===== src/rtl/cpu_pkg.sv =====
// cpu_pkg: definitions shared by the 16-bit CPU front end.
//   - fetch FSM state encoding
//   - reset PC and NOP word defaults
//   - instruction field positions used by fetch, decode and ALU control
package cpu_pkg;

  typedef enum logic [1:0] {
    IDLE  = 2'd0,
    FETCH = 2'd1,
    HOLD  = 2'd2
  } fetch_state_e;

  localparam logic [15:0] RESET_PC_DEFAULT = 16'h0000;
  localparam logic [15:0] NOP_WORD_DEFAULT = 16'h0000;

  // Instruction field positions.
  localparam int OP_MAJOR_HI = 15;
  localparam int OP_MAJOR_LO = 12;
  localparam int OP_COND_HI  = 11;
  localparam int OP_COND_LO  = 8;
  localparam int OP_EXT_HI   = 7;
  localparam int OP_EXT_LO   = 4;

  function automatic logic [3:0] op_major(input logic [15:0] instr);
    return instr[OP_MAJOR_HI:OP_MAJOR_LO];
  endfunction

  function automatic logic [3:0] op_cond(input logic [15:0] instr);
    return instr[OP_COND_HI:OP_COND_LO];
  endfunction

  function automatic logic [3:0] op_ext(input logic [15:0] instr);
    return instr[OP_EXT_HI:OP_EXT_LO];
  endfunction

endpackage


===== src/rtl/pc_reg.sv =====
// pc_reg: 16-bit program counter.
//   clk, rst_n : clock, asynchronous active-low reset (loads RESET_PC)
//   load       : take target (has priority over inc)
//   inc        : advance by one word, wrapping FFFF -> 0000
//   target     : redirect value, used unmodified
//   pc         : current program counter
module pc_reg
  import cpu_pkg::*;
#(
  parameter logic [15:0] RESET_PC = RESET_PC_DEFAULT
) (
  input  logic        clk,
  input  logic        rst_n,
  input  logic        load,
  input  logic        inc,
  input  logic [15:0] target,
  output logic [15:0] pc
);

  logic [15:0] pc_r;

  // PC register: redirect wins over sequential advance.
  always_ff @(posedge clk or negedge rst_n) begin
    if (!rst_n) begin
      pc_r <= RESET_PC;
    end else if (load) begin
      pc_r <= target;
    end else if (inc) begin
      pc_r <= pc_r + 16'd1;
    end else begin
      pc_r <= pc_r;
    end
  end

  assign pc = pc_r;

endmodule


===== src/rtl/fetch_unit.sv =====
// fetch_unit: multi-cycle instruction fetch stage.
//   clk, rst_n       : clock, asynchronous active-low reset
//   mem_req/addr     : read request to instruction memory, addr = pc_out
//   mem_ack/rdata    : memory response
//   stall            : hold off new fetches (only sampled in IDLE/HOLD)
//   instr_out        : held instruction (NOP_WORD when not valid)
//   pc_out           : PC of the held instruction
//   instr_valid      : instr_out holds a real fetched word
//   exec_done        : downstream finished the held instruction
//   branch_taken/target : redirect qualifier and destination
module fetch_unit
  import cpu_pkg::*;
#(
  parameter logic [15:0] RESET_PC = RESET_PC_DEFAULT,
  parameter logic [15:0] NOP_WORD = NOP_WORD_DEFAULT
) (
  input  logic        clk,
  input  logic        rst_n,
  output logic        mem_req,
  output logic [15:0] mem_addr,
  input  logic        mem_ack,
  input  logic [15:0] mem_rdata,
  input  logic        stall,
  output logic [15:0] instr_out,
  output logic [15:0] pc_out,
  output logic        instr_valid,
  input  logic        exec_done,
  input  logic        branch_taken,
  input  logic [15:0] branch_target
);

  fetch_state_e state_r;
  fetch_state_e state_s;
  logic         pc_inc_s;
  logic         pc_load_s;
  logic         ir_load_s;
  logic         ir_clear_s;
  logic [15:0]  pc_s;
  logic [15:0]  instr_r;
  logic         valid_r;
  logic         mem_req_r;

  pc_reg #(
    .RESET_PC (RESET_PC)
  ) u_pc_reg (
    .clk    (clk),
    .rst_n  (rst_n),
    .load   (pc_load_s),
    .inc    (pc_inc_s),
    .target (branch_target),
    .pc     (pc_s)
  );

  // Next-state and datapath control decode.
  always_comb begin
    state_s    = state_r;
    pc_inc_s   = 1'b0;
    pc_load_s  = 1'b0;
    ir_load_s  = 1'b0;
    ir_clear_s = 1'b0;
    case (state_r)
      IDLE: begin
        if (!stall) begin
          state_s = FETCH;
        end else begin
          state_s = IDLE;
        end
      end
      FETCH: begin
        // stall is deliberately not looked at: an issued request completes.
        if (mem_ack) begin
          ir_load_s = 1'b1;
          state_s   = HOLD;
        end else begin
          state_s = FETCH;
        end
      end
      HOLD: begin
        if (exec_done) begin
          ir_clear_s = 1'b1;
          if (branch_taken) begin
            pc_load_s = 1'b1;
          end else begin
            pc_inc_s = 1'b1;
          end
          if (stall) begin
            state_s = IDLE;
          end else begin
            state_s = FETCH;
          end
        end else begin
          state_s = HOLD;
        end
      end
      default: begin
        state_s = IDLE;
      end
    endcase
  end

  // State, instruction register and registered request.
  // mem_req is registered from the next state so it is high exactly
  // while the FSM sits in FETCH, and drops with reset asynchronously.
  always_ff @(posedge clk or negedge rst_n) begin
    if (!rst_n) begin
      state_r   <= IDLE;
      instr_r   <= NOP_WORD;
      valid_r   <= 1'b0;
      mem_req_r <= 1'b0;
    end else begin
      state_r   <= state_s;
      mem_req_r <= (state_s == FETCH);
      if (ir_load_s) begin
        instr_r <= mem_rdata;
        valid_r <= 1'b1;
      end else if (ir_clear_s) begin
        instr_r <= NOP_WORD;
        valid_r <= 1'b0;
      end else begin
        instr_r <= instr_r;
        valid_r <= valid_r;
      end
    end
  end

  assign mem_req     = mem_req_r;
  assign mem_addr    = pc_s;
  assign pc_out      = pc_s;
  assign instr_out   = instr_r;
  assign instr_valid = valid_r;

endmodule


===== config.mk =====
export PLATFORM = sky130hd
export DESIGN_NAME = fetch_unit
export DESIGN_NICKNAME = d
export VERILOG_FILES = /design/src/rtl/cpu_pkg.sv /design/src/rtl/pc_reg.sv /design/src/rtl/fetch_unit.sv
export SDC_FILE = /design/constraint.sdc
export NUM_CORES = 1
export LEC_CHECK = 0
export BUFFER_PORTS_ARGS = -buffer_cell sky130_fd_sc_hd__buf_4
export CAP_MARGIN = 20
export CORE_MARGIN = 5
export CORE_UTILIZATION = 45
export DETAILED_ROUTE_END_ITERATION = 10
export PLACE_DENSITY = 0.88
export SETUP_SLACK_MARGIN = 0.4
export SKIP_LAST_GASP = 1
export SYNTH_ARGS = -nofsm -noshare
export SYNTH_HDL_FRONTEND = slang
export SYNTH_SLANG_ARGS = --single-unit

===== constraint.sdc =====
create_clock -name clk -period 2.1 [get_ports clk]
set_input_delay 0.315 -clock clk [delete_from_list [all_inputs] [get_ports clk]]
set_output_delay 0.315 -clock clk [all_outputs]
set_load 0.05 [all_outputs]

==> results of run 1 <==
[power breakdown]
part	total, uW	switching [uW]	leakage (uW)	internal (uW)
Combinational	2650	1790	0.000766	857
Sequential	1300	321	0.000437	982
Clock	542	242	0.0000515	299
Total	4490	2350	0.00125	2140
[cells in the mapped netlist (all sizes together), types with 6 or more instances]
cell type   n
a21oi      13
a22o       18
buf        21
clkbuf      6
dfrtp      36
nand2      11
nand3       7
nor2       14
nor4        7
o21ai       9
[area by class of cell]
cell class              count  area (um2)
clock buffers               8         100
fillers                   338        1350
inverters                   5        18.8
multi-input cells         122         826
flip-flops and latches     36         916
well taps                  50        62.6
repair buffers             99         758
[worst paths after layout]
| kind | start | endpoint | slack [ps] | depth (start not counted) |
|---|---|---|---|---|
| max in group asynchronous | rst_n | u_pc_reg.pc[0]$_DFFE_PN0P_ | 1220 | 2 |
| hold / removal | mem_rdata[2] | instr_out[2]$_DFFE_PN0P_ | 250 | 2 |
| hold reg to reg | instr_valid$_DFFE_PN0P_ | instr_valid$_DFFE_PN0P_ | 490 | 1 |
| min in group asynchronous | rst_n | u_pc_reg.pc[12]$_DFFE_PN0P_ | 520 | 2 |
| setup / recovery | u_pc_reg.pc[0]$_DFFE_PN0P_ | u_pc_reg.pc[12]$_DFFE_PN0P_ | 460 | 5 |
| setup reg to reg | u_pc_reg.pc[0]$_DFFE_PN0P_ | u_pc_reg.pc[12]$_DFFE_PN0P_ | 460 | 5 |
[kinds of logic (layout without fill, tap and decap cells)]
group	after synthesis	after routing	share of synthesized area, %
compound gates	61	61	22.7
simple gates	55	55	15.9
mux	5	5	2.74
fa+ha+maj	1	1	0.667
flops	36	36	48.0
buf+inv	32	112	9.87
[cell usage in the layout (no fill, tap or decap), types with 7 or more instances in the layout]
cell / Yosys / routed
a21oi_1: 13 / 13
a22o_1: 18 / 18
buf_4: 16 / 97
clkbuf_8: 0 / 7
dfrtp_1: 36 / 24
dfrtp_2: 0 / 12
nand2_1: 11 / 10
nor2_1: 13 / 13
nor4_1: 7 / 7
o21ai_0: 9 / 8
[metrics by stage]
stage / total power (uW) / instances
2_1_floorplan: 3200 / 190
3_3_place_gp: 3830 / 303
3_5_place_dp: 3880 / 303
4_1_cts: 4440 / 312
5_1_grt: 4710 / 320
6_report: 4490 / 320
[metal layers]
layer  vias up  track usage, %  routed length (um)
li1        851               -                   -
met1       832            22.4                1990
met2        88            29.7                2310
met3         7            6.76                 588
met4         0            7.71                  76
met5         -               0                   0
[what timing repair did]
action / 4_1_cts / 5_1_grt
setup endpoints to repair: 1 / 4
setup buffers: 0 / 8
hold endpoints to repair: 36 / 0
cloned: 0 / 0
hold buffers: 1 / 0
pin swaps: 0 / 1
gates resized for setup: 1 / 2
==> flow_summary.toml, run 1 <==
[run_status]
outcome = "completed"

[worst_hold_path]
holdCritPathClass = "in -> reg"

[synth]
synth_area_per_cell_um2 = 9.87
synth_cells = 190
synth_edf_count = 0
async_flop_share_pct = 100
synth_area_leaders = "dfrtp_1 (48%), a22o_1 (8.4%), buf_4 (6.4%), a21oi_1 (3.5%), nor2_1 (2.6%)"
syn_nets = 229
yosysSeqAreaShare_pct = 48.0
ys_ff_latch = 36
synth_top_area_cell = "dfrtp_1"
yosysTopAreaCellShare_pct = 48.0
synth_cell_types = 39
synth_top_flop_cell = "dfrtp_1"
syn-cell-area_um2 = 1880
yosysWarnings = 0

[critical_path]
crit_chain = "ha_4 -> nand4_4 -> or4_1 -> o21ai_1 -> a21oi_1"
crit_fanout = 8
required_ps = 2250
critPathBufInv = 0
path_class = "reg -> reg"
arrival_ps = 1790
crit_family = "simple AND/OR/NAND/NOR gates"
max_stage_delay_ps = 530
startpoint_type = "register"
cp_slowest_cell = "or4_1"
cp-end-kind = "register"

[floorplanning]
num_rows = 23
core_area_um2 = 4030
start_util_pct = 46.6
io_pins = 88
die_area_um2 = 5560
die-width_um = 74.6
die_h_um = 74.6

[routing]
ant_nets = 0
routed_wl_um = 4970
num_vias = 1778
dr.pass1.iters = 4
drc = 0
drtIter0Drc = 160
wl_per_cell_um = 15.5
viasPerCell = 5.56

[placement]
dp_hpwl_um = 3590
place.gp.congestion = 0.885
pre_cts_ws_ps = 402
port_buffers = 87
placed_cell_area_um2 = 2480

[clock_tree]
htreeDepth = 2
cts_buffer_depth = 2
clk_pin_slew_ps = 70
cts_buffers = 5
clock_latency_ps = 290
cts_root_buffer = "clkbuf_8"
cts_tree = "built"
clock-sinks = 36

[sta]
drv_slew = 0
setup_viol = 0
setup_tns_ps = 0
skew_ps = 9.08
worst_pin_slew_ps = 618
max-slew-margin-rel_pct = 58.7
grt_setup_unrepaired = "false"
hold_viol_final = 0
finalCriticalPeriod_ps = 1640
hold_slack_ps = 247
fin_crit_sh_pct = 78.1
max_freq_ghz = 0.610
worst_slack_ps = 460

[power]
leakage_uw = 0.00125
vdd_drop_max_mv = 0.965
power_density_nw_per_um2 = 1680

[global_routing]
track_usage_pct = 18.5
grt_pass1_vias = 1778
grt_pass1_wl_um = 7860
overflow = 0
grt_antenna_before_repair = 0
grt_max_degree = 37

[final_layout]
nets = 308
syn2layout_area_growth_pct = 43.0
n_antenna_cell = 0
final_area_um2 = 2680
drive_gt1_share_pct = 46.7
finish.utilization_pct = 66.6

[run]
maxCapViolCount = 0
Note: power is estimated with default switching activity, not from simulation.
==> run 2: changes to the inputs <==
==> constraint.sdc (replaced) <==
create_clock -name clk -period 1.6 [get_ports clk]
set_input_delay 0.24 -clock clk [delete_from_list [all_inputs] [get_ports clk]]
set_output_delay 0.24 -clock clk [all_outputs]
set_load 0.05 [all_outputs]
==> run 2 against run 1 <==
Cell count is 13% higher. Maximum frequency up 4.9%. Critical path depth grew 1. Largest cell class is now non-clock buffers.
==> flow_summary.toml, run 2 (synthesis results as in run 1) <==
[run_status]
outcome = "completed"

[global_routing]
grt_antenna_before_repair = 0
grt_pass1_vias = 2013
track_usage_pct = 22.5
grt_max_degree = 37
overflow = 0
grt_pass1_wl_um = 9640

[critical_path]
required_ps = 1790
path_class = "reg -> reg"
crit_family = "simple AND/OR/NAND/NOR gates"
cpMostUsedCell = "buf_4"
crit_chain = "nand4_1 -> buf_4 -> buf_4 -> nor2_1 -> a211oi_1 -> nor3_1"
arrival_ps = 1760
max_stage_delay_ps = 410
cp-end-kind = "register"
cp_slowest_cell = "dfrtp_2"
crit_fanout = 5
startpoint_type = "register"
critPathBufInv = 2

[power]
p_total_uw = 6900
leakage_uw = 0.00155
power_density_nw_per_um2 = 2110
vdd_drop_max_mv = 1.23

[sta]
max-slew-margin-rel_pct = 69.3
finalCriticalPeriod_ps = 1560
skew_ps = 9.99
hold_viol_final = 0
drv_slew = 0
setup_tns_ps = 0
grt_setup_unrepaired = "true"
worst_pin_slew_ps = 461
max_freq_ghz = 0.640
setup_viol = 0
fin_crit_sh_pct = 97.7

[worst_hold_path]
holdCritPathClass = "in -> reg"

[placement]
placed_cell_area_um2 = 2620
port_buffers = 87
dp_hpwl_um = 3890
place.gp.congestion = 0.938

[final_layout]
n_antenna_cell = 0
drive_gt1_share_pct = 56.8
syn2layout_area_growth_pct = 74.0
final_common_cell = "buf_4"
final_area_um2 = 3260
nets = 348
final_cell_mix = "buf_4 (97), buf_6 (23), dfrtp_1 (22)"
nFillCells = 246

[floorplanning]
start_util_pct = 46.6
core_area_um2 = 4030
num_rows = 23
die_area_um2 = 5560
die_h_um = 74.6
die-width_um = 74.6
io_pins = 88

[routing]
dr.pass1.iters = 4
drc = 0
num_vias = 2072
viasPerCell = 5.76
wl_per_cell_um = 18.2
drtIter0Drc = 165
routed_wl_um = 6560
ant_nets = 0

[clock_tree]
cts_buffers = 5
htreeDepth = 2
clock-sinks = 36
cts_buffer_depth = 2
cts_root_buffer = "clkbuf_8"
clk_pin_slew_ps = 80
cts_tree = "built"
clock_latency_ps = 290

[run]
maxCapViolCount = 0
run 2: cell types whose count changed in the layout (fill, tap and decap cells not counted), moves of 2 or more:
| cell | previous run | this run |
|---|---|---|
| o41ai_2 | 0 | 2 |
| nor4_1 | 7 | 5 |
| dfrtp_1 | 24 | 22 |
| and3b_1 | 2 | 0 |
| buf_6 | 0 | 23 |
| and3b_2 | 0 | 2 |
| o41ai_1 | 2 | 0 |
| dfrtp_2 | 12 | 14 |
| buf_8 | 0 | 16 |
run 2: per-stage QoR:
stage	hold WS, ps	util, %	setup WS, ps	std cells
floorplan	-55.6	-	-116	190
global placement	219	65.0	80.5	320
detailed placement	224	65.0	34.1	320
CTS	162	78.0	83.4	353
global route	163	81.0	-51.2	360
finish	165	81.0	36.5	360
run 2: per-layer routing:
| layer | vias up | track usage (%) | wire [um] |
|---|---|---|---|
| met5 | - | 0 | 0 |
| met4 | 0 | 8.70 | 186 |
| met3 | 24 | 5.68 | 649 |
| met2 | 133 | 39.6 | 3280 |
| met1 | 985 | 26.2 | 2450 |
| li1 | 930 | - | - |
run 2: power by group:
group	switching, uW	internal, uW	leakage [uW]	total (uW)
sequential	361	1290	0.000434	1650
clock	338	394	0.0000515	731
combinational	2690	1830	0.00107	4520
total	3380	3520	0.00155	6900
run 2: final timing paths:
| path | startpoint | cells past startpoint | end | slack, ps |
|---|---|---|---|---|
| worst max-delay path | u_pc_reg.pc[8]$_DFFE_PN0P_ | 6 | u_pc_reg.pc[13]$_DFFE_PN0P_ | 40 |
| worst min-delay path | mem_rdata[5] | 2 | instr_out[5]$_DFFE_PN0P_ | 170 |
| worst max register to register | u_pc_reg.pc[8]$_DFFE_PN0P_ | 6 | u_pc_reg.pc[13]$_DFFE_PN0P_ | 40 |
| worst min register to register | instr_valid$_DFFE_PN0P_ | 1 | instr_valid$_DFFE_PN0P_ | 480 |
| max in group asynchronous | rst_n | 2 | u_pc_reg.pc[13]$_DFFE_PN0P_ | 790 |
| min in group asynchronous | rst_n | 2 | u_pc_reg.pc[7]$_DFFE_PN0P_ | 450 |
run 2: area by class of cell:
type	instances	area [um2]	area share (%)
Clock buffer	8	100	3.07
Timing Repair Buffer	139	1280	39.4
Tap cell	50	62.6	1.92
Inverter	5	18.8	0.575
Multi-Input combinational cell	122	880	26.9
Sequential cell	36	918	28.1
run 2: repair_timing:
item                                    CTS  global route
buffers inserted                         21             7
gates cloned                              3             0
endpoints found under the setup margin   52            62
resized for setup                        52            19
pin swaps                                 9             0
hold buffers                              1             0
hold endpoints to repair                 36             0
